==> config.mk <==
export PLATFORM = sky130hd
export DESIGN_NAME = mem_access_unit
export DESIGN_NICKNAME = d
export VERILOG_FILES = /design/src/rtl/cpu_types_pkg.sv /design/src/rtl/data_path_muxs_pkg.sv /design/src/rtl/mem_access_unit_wb_latch.sv /design/src/rtl/mem_access_unit.sv
export SDC_FILE = /design/constraint.sdc
export NUM_CORES = 1
export LEC_CHECK = 0
export ABC_AREA = 1
export CAP_MARGIN = 20
export CORE_ASPECT_RATIO = 1.75
export CORE_MARGIN = 2
export CORE_UTILIZATION = 30
export CTS_CLUSTER_SIZE = 25
export DETAILED_ROUTE_END_ITERATION = 8
export PLACE_DENSITY = 0.59
export SLEW_MARGIN = 20
export SYNTH_ARGS = -nofsm -noshare
export SYNTH_HDL_FRONTEND = slang
export SYNTH_SLANG_ARGS = --single-unit
==> constraint.sdc <==
create_clock -name CLK -period 1.3 [get_ports CLK]
set_input_delay 0.13 -clock CLK [delete_from_list [all_inputs] [get_ports CLK]]
set_output_delay 0.13 -clock CLK [all_outputs]
set_load 0.02 [all_outputs]
==> src/rtl/cpu_types_pkg.sv <==
// CPU-wide types.
//   mem_state_t : memory-stage sequencer state
//   mem_req_t   : request/writeback fields captured while a miss is outstanding
package cpu_types_pkg;

  typedef enum logic [1:0] {
    IDLE   = 2'd0,
    WAIT   = 2'd1,
    HALTED = 2'd2
  } mem_state_t;

  typedef struct packed {
    logic        ren;       // already resolved: 0 when wen is set
    logic        wen;
    logic [31:0] addr;
    logic [31:0] store;
    logic [31:0] result;
    logic [4:0]  wsel;
    logic        regwen;
    logic        use_load;  // mem_to_reg == SEL_LOAD
    logic        halt;
  } mem_req_t;

endpackage

==> src/rtl/data_path_muxs_pkg.sv <==
// Shared mux-select encodings for the datapath.
//   mem_to_reg_mux_selection : writeback source (ALU result or load data)
package data_path_muxs_pkg;

  typedef enum logic {
    SEL_RESULT = 1'b0,
    SEL_LOAD   = 1'b1
  } mem_to_reg_mux_selection;

endpackage

==> src/rtl/mem_access_unit_wb_latch.sv <==
// mem_wb_latch: writeback register of the memory stage.
//   CLK, nRST        : clock, synchronous active-low reset
//   load             : a completion happens this cycle
//   ld_wsel/ld_wen/ld_wdat/ld_halt : fields captured on load
//   wb_valid         : one-cycle pulse after each completion
//   wb_WEN           : register-file write enable (only with wb_valid)
//   wb_wsel/wb_wdat/wb_halt : hold their value between completions
module mem_wb_latch (
  input  logic        CLK,
  input  logic        nRST,
  input  logic        load,
  input  logic [4:0]  ld_wsel,
  input  logic        ld_wen,
  input  logic [31:0] ld_wdat,
  input  logic        ld_halt,
  output logic        wb_valid,
  output logic        wb_WEN,
  output logic        wb_halt,
  output logic [4:0]  wb_wsel,
  output logic [31:0] wb_wdat
);

  always_ff @(posedge CLK) begin
    if (!nRST) begin
      wb_valid <= 1'b0;
      wb_WEN   <= 1'b0;
      wb_halt  <= 1'b0;
      wb_wsel  <= '0;
      wb_wdat  <= '0;
    end else begin
      wb_valid <= load;
      wb_WEN   <= load & ld_wen;
      if (load) begin
        wb_wsel <= ld_wsel;
        wb_wdat <= ld_wdat;
        wb_halt <= ld_halt;
      end
    end
  end

endmodule

==> src/rtl/mem_access_unit.sv <==
// mem_access_unit: memory-stage access sequencer between EX/MEM and writeback.
//   CLK, nRST       : clock, synchronous active-low reset
//   req_*           : EX/MEM register contents
//   dhit, dmemload  : cache completion and load data
//   dmemREN/WEN/addr/store : cache request
//   mem_busy        : stall upstream while a request is outstanding or halted
//   wb_*            : registered one-cycle writeback bundle
//   stall_count     : saturating count of memory-stall cycles
module mem_access_unit
  import cpu_types_pkg::*;
  import data_path_muxs_pkg::*;
#(
  parameter int unsigned STALL_CNT_W = 16
) (
  input  logic                    CLK,
  input  logic                    nRST,
  input  logic                    req_valid,
  input  logic                    req_ren,
  input  logic                    req_wen,
  input  logic [31:0]             req_addr,
  input  logic [31:0]             req_store,
  input  logic [31:0]             req_result,
  input  logic [4:0]              req_wsel,
  input  logic                    req_regwen,
  input  mem_to_reg_mux_selection req_mem_to_reg,
  input  logic                    req_halt,
  input  logic                    dhit,
  input  logic [31:0]             dmemload,
  output logic                    dmemREN,
  output logic                    dmemWEN,
  output logic [31:0]             dmemaddr,
  output logic [31:0]             dmemstore,
  output logic                    mem_busy,
  output logic                    wb_valid,
  output logic                    wb_WEN,
  output logic                    wb_halt,
  output logic [4:0]              wb_wsel,
  output logic [31:0]             wb_wdat,
  output logic [STALL_CNT_W-1:0]  stall_count
);

  mem_state_t state, state_n;
  mem_req_t   lat, req_now;
  logic       access;
  logic       latch_en;
  logic       wb_load;
  mem_req_t   src;   // request fields feeding outputs/writeback this cycle

  always_comb begin
    access           = req_valid & (req_ren | req_wen);
    req_now.wen      = req_wen;
    req_now.ren      = req_ren & ~req_wen;
    req_now.addr     = req_addr;
    req_now.store    = req_store;
    req_now.result   = req_result;
    req_now.wsel     = req_wsel;
    req_now.regwen   = req_regwen;
    req_now.use_load = (req_mem_to_reg == SEL_LOAD);
    req_now.halt     = req_halt;
  end

  always_comb begin
    state_n   = state;
    latch_en  = 1'b0;
    wb_load   = 1'b0;
    mem_busy  = 1'b0;
    dmemREN   = 1'b0;
    dmemWEN   = 1'b0;
    dmemaddr  = '0;
    dmemstore = '0;
    src       = req_now;

    case (state)
      IDLE: begin
        if (access) begin
          dmemREN   = req_now.ren;
          dmemWEN   = req_now.wen;
          dmemaddr  = req_addr;
          dmemstore = req_store;
          if (dhit) begin
            wb_load = 1'b1;
            if (req_halt) state_n = HALTED;
          end else begin
            mem_busy = 1'b1;
            latch_en = 1'b1;
            state_n  = WAIT;
          end
        end else if (req_valid) begin
          wb_load = 1'b1;
          if (req_halt) state_n = HALTED;
        end
      end
      WAIT: begin
        src       = lat;
        dmemREN   = lat.ren;
        dmemWEN   = lat.wen;
        dmemaddr  = lat.addr;
        dmemstore = lat.store;
        if (dhit) begin
          wb_load = 1'b1;
          state_n = lat.halt ? HALTED : IDLE;
        end else begin
          mem_busy = 1'b1;
        end
      end
      HALTED: mem_busy = 1'b1;
      default: state_n = IDLE;
    endcase

    // Reset overrides the combinational request/stall outputs.
    if (!nRST) begin
      mem_busy  = 1'b0;
      dmemREN   = 1'b0;
      dmemWEN   = 1'b0;
      dmemaddr  = '0;
      dmemstore = '0;
      wb_load   = 1'b0;
    end
  end

  always_ff @(posedge CLK) begin
    if (!nRST) begin
      state       <= IDLE;
      lat         <= '0;
      stall_count <= '0;
    end else begin
      state <= state_n;
      if (latch_en) lat <= req_now;
      if (mem_busy && state != HALTED && stall_count != '1)
        stall_count <= stall_count + STALL_CNT_W'(1);
    end
  end

  mem_wb_latch u_wb (
    .CLK      (CLK),
    .nRST     (nRST),
    .load     (wb_load),
    .ld_wsel  (src.wsel),
    .ld_wen   (src.regwen & ~src.halt),
    .ld_wdat  (src.use_load ? dmemload : src.result),
    .ld_halt  (src.halt),
    .wb_valid (wb_valid),
    .wb_WEN   (wb_WEN),
    .wb_halt  (wb_halt),
    .wb_wsel  (wb_wsel),
    .wb_wdat  (wb_wdat)
  );

endmodule

==> flow_metrics.tcl, run 1 <==
set metrics [dict create \
    outcome "finished with violations" \
    failed_checks "negative setup slack" \
    detailedPlacementHpwl_um 21000 \
    core_area_um2 26600 \
    vdd.ir_drop.worst_mv 0.697 \
    worst_r2r_startpoint "state[0]" \
    period_share 1.48 \
    drc_errors 0 \
    required_ns 1.17 \
    layout-area-overhead-vs-synth_pct 86.5 \
    synth_area_um2 8100 \
    routedWlPerCell_um 16.6 \
    crit_path_max_incr_delay_ns 0.37 \
    critPathBufInv 5 \
    avgSynthCellArea_um2 6.62 \
    tritoncts "done" \
    fillCellCount 2397 \
    die-height_um 221 \
    cap_violations 0 \
    fin_skew_ns 0.0113 \
    setup_violations 249 \
    timing_hold_violations_final 0 \
    timing.critical_path.max_delay_family "buffers and inverters" \
    grt_pass1_vias 9605 \
    critical_path.slowest_cell "sky130_fd_sc_hd__dfxtp_4" \
    grt_first_pass_wirelength_um 49900 \
    timing.hold.worst_path_depth 3 \
    cp-start-kind "flop" \
    num_vias 9450 \
    postSynthRegisterBits 164 \
    fp-row-count 79 \
    powerDensity_nw_per_um2 990 \
    globalplace.congestion 0.856 \
    grt_setup_unrepaired "yes" \
    synth_edf_count 0 \
    worstRegToRegCells 14 \
    yosysTopAreaCellShare 0.405 \
    power.total_mw 15.0 \
    multiInputGateArea_um2 5660 \
    portBuffers 264 \
    final_net_count 1707 \
    fmax_ghz 0.519 \
    gr-usage-met2 0.411 \
    dpl_cell_area_um2 12800 \
    synth_cell_type_count 30 \
    critical_path.max_fanout 8 \
    syn_nets 1367 \
    drt_iter0_markers 455 \
    grtUsageTotal 0.222 \
    classification_of_the_worst_slack_hold_path "primary input to flop" \
    cts_root_buf "sky130_fd_sc_hd__clkbuf_16" \
    synthFlopType "sky130_fd_sc_hd__dfxtp_1" \
    mostFrequentLayoutCell "sky130_fd_sc_hd__nand2_1" \
    cts-root-to-sink-buffers 2 \
    clock_sinks 164 \
    design_area_um2 15100 \
    grt.met1_usage 0.226 \
    synthTopCellsByArea "sky130_fd_sc_hd__dfxtp_1, sky130_fd_sc_hd__nand2_1, sky130_fd_sc_hd__a21oi_1" \
    final_layout_size_suffix_gt1_frac 0.348 \
    crit_path_start "state[0]" \
    hp-start "nRST" \
    post-route-util 0.568 \
    routed_wirelength_um 31700 \
    grt-ovfl-total 0 \
    pin_count 265 \
    grt.busiest_layer "met2" \
    critical_path.endpoint_type "primary output" \
    timing.critical_path.cells "buf_6 > inv_6 > nor2_8 > buf_12 > buf_12 > nand2_2 > a21oi_4 > buf_6" \
    initial_core_util 0.305 \
    grt_use_met3 0.0416 \
    postSynthCellCount 1224 \
    die_x_um 128 \
    antenna_violations_before_repair 4 \
    drt-vias-per-instance 4.96 \
    numCtsBuffers 17 \
    dr.pass1.iters 6 \
    synthArstFlopShare 0 \
    worst-slew-pin-transition_ns 0.442 \
    worst-endpoint-arrival_ns 1.80 \
    cts.htree.levels 4 \
    ff_latch_area_um2 3320 \
    fin_tns_setup_ns -100.34 \
    die-area_um2 28400 \
    regToRegEndpoint "u_wb.wb_wdat[24]" \
    yosysSeqAreaShare 0.405 \
    clk_pin_slew_ns 0.06 \
    most-common-layout-cells "sky130_fd_sc_hd__nand2_1, sky130_fd_sc_hd__clkdlybuf4s50_1, sky130_fd_sc_hd__dfxtp_1" \
    worstSetupPathType "flop to primary output" \
    yosysWarningCount 0 \
    yosys.area.top_type "sky130_fd_sc_hd__dfxtp_1" \
    finalCriticalPeriod_ns 1.93 \
    clkLatencyLatePin_ns 0.44 \
    drtAntennaViolNets 0 \
    slew_headroom 0.706 \
    static-leakage-power_nw 5.93 \
    layout_setup_ws_ns -0.626 \
    maximum_number_of_pins_on_one_net_before_global_route_repair 71 \
    worst-r2r-setup-slack_ns -0.59 \
    finalMaxSlewViolations 0 \
    min_to "lat[103]" \
]
worst register-to-register path: cells and delay by family (launching register included):
| kind | cells | cell delay, ns |
|---|---|---|
| and+or+nand+nor | 3 | 0.17 |
| buffers and inverters | 8 | 1.02 |
| AOI/OAI and AO/OA | 3 | 0.30 |
| DFF | 1 | 0.36 |
per-stage QoR:
step,hold slack (ns),instances,worst slack [ns]
4_1_cts,0.117,1896,-0.647
3_5_place_dp,0.436,1835,-0.919
2_1_floorplan,0.270,1224,-0.0661
3_3_place_gp,0.431,1835,-0.886
5_1_grt,0.124,1905,-0.741
6_report,0.136,1905,-0.626
synth_stat cells, types with 2 or more instances:
| library cell | count |
|---|---|
| sky130_fd_sc_hd__clkbuf_1 | 51 |
| sky130_fd_sc_hd__o21ai_1 | 34 |
| sky130_fd_sc_hd__a21oi_1 | 200 |
| sky130_fd_sc_hd__nor2_1 | 61 |
| sky130_fd_sc_hd__inv_1 | 91 |
| sky130_fd_sc_hd__clkbuf_2 | 2 |
| sky130_fd_sc_hd__nor3_1 | 3 |
| sky130_fd_sc_hd__a32oi_1 | 10 |
| sky130_fd_sc_hd__dfxtp_1 | 164 |
| sky130_fd_sc_hd__nand3_1 | 130 |
| sky130_fd_sc_hd__buf_2 | 32 |
| sky130_fd_sc_hd__nand2_1 | 317 |
| sky130_fd_sc_hd__xnor2_1 | 4 |
| sky130_fd_sc_hd__nand4_1 | 2 |
| sky130_fd_sc_hd__o21ai_0 | 87 |
| sky130_fd_sc_hd__inv_2 | 4 |
| sky130_fd_sc_hd__buf_1 | 3 |
| sky130_fd_sc_hd__xor2_1 | 3 |
| sky130_fd_sc_hd__buf_4 | 8 |
| sky130_fd_sc_hd__buf_6 | 5 |
| sky130_fd_sc_hd__nand2_2 | 4 |
layer usage:
metal | vias up | routed length (um) | part of all wire
met4 | 0 | 1570 | 0.049
met1 | 4422 | 11400 | 0.36
li1 | 4695 | - | -
met5 | - | 0 | 0
met2 | 258 | 17500 | 0.55
met3 | 75 | 1270 | 0.040
where the power goes:
part	switching [mW]	leakage, nW	internal, mW
clock	2.17	0.288	3.18
sequential	0.171	1.35	5.31
combinational	2.11	4.30	2.00
layout make-up:
type | instances | area share
inverters | 95 | 0.0248
diodes | 4 | 0.000663
clock inverters | 11 | 0.00994
repair buffers | 422 | 0.312
clock buffers | 21 | 0.0312
multi-input cells | 864 | 0.375
well taps | 324 | 0.0268
flip-flops and latches | 164 | 0.220
cells by family after synthesis:
logic type | after synthesis | synth area share
fa+ha+maj | 1 | 0.00154
flops | 164 | 0.405
compound gates | 334 | 0.213
simple gates | 522 | 0.268
buf+inv | 196 | 0.104
xor+xnor | 7 | 0.00757
state kept, by name, indices dropped and copies added (netlist names):
signal / cells
u_wb.wb_valid: 1
stall_count: 16
u_wb.wb_WEN: 1
u_wb.wb_wsel: 5
state: 2
u_wb.wb_wdat: 32
lat: 106
u_wb.wb_halt: 1
worst max path at each step:
stage	to	depth (start not counted)
floorplan	mem_busy	6
global placement	dmemstore[12]	8
detailed placement	dmemstore[12]	8
CTS	dmemstore[21]	8
global route	dmemstore[15]	8
finish	dmemaddr[19]	8
timing repair:
action,CTS,global route
cloned,16,6
gates resized for setup,593,157
hold buffers,0,0
setup endpoints to repair,287,261
buffers inserted,14,4
pin swaps,25,63
Note: power is estimated with default switching activity, not from simulation.
==> inputs of run 2 (changes only) <==
Settings changed: CTS_CLUSTER_DIAMETER set to 100.
==> results of run 2 <==
Same layout as run 1: the final DEF is identical, and so are final timing and power.
==> inputs of run 3 (changes only) <==
Settings changed: CTS_CLUSTER_SIZE 25 to 14.
==> results of run 3 <==
Same layout as run 1: the final DEF is identical, and so are final timing and power.
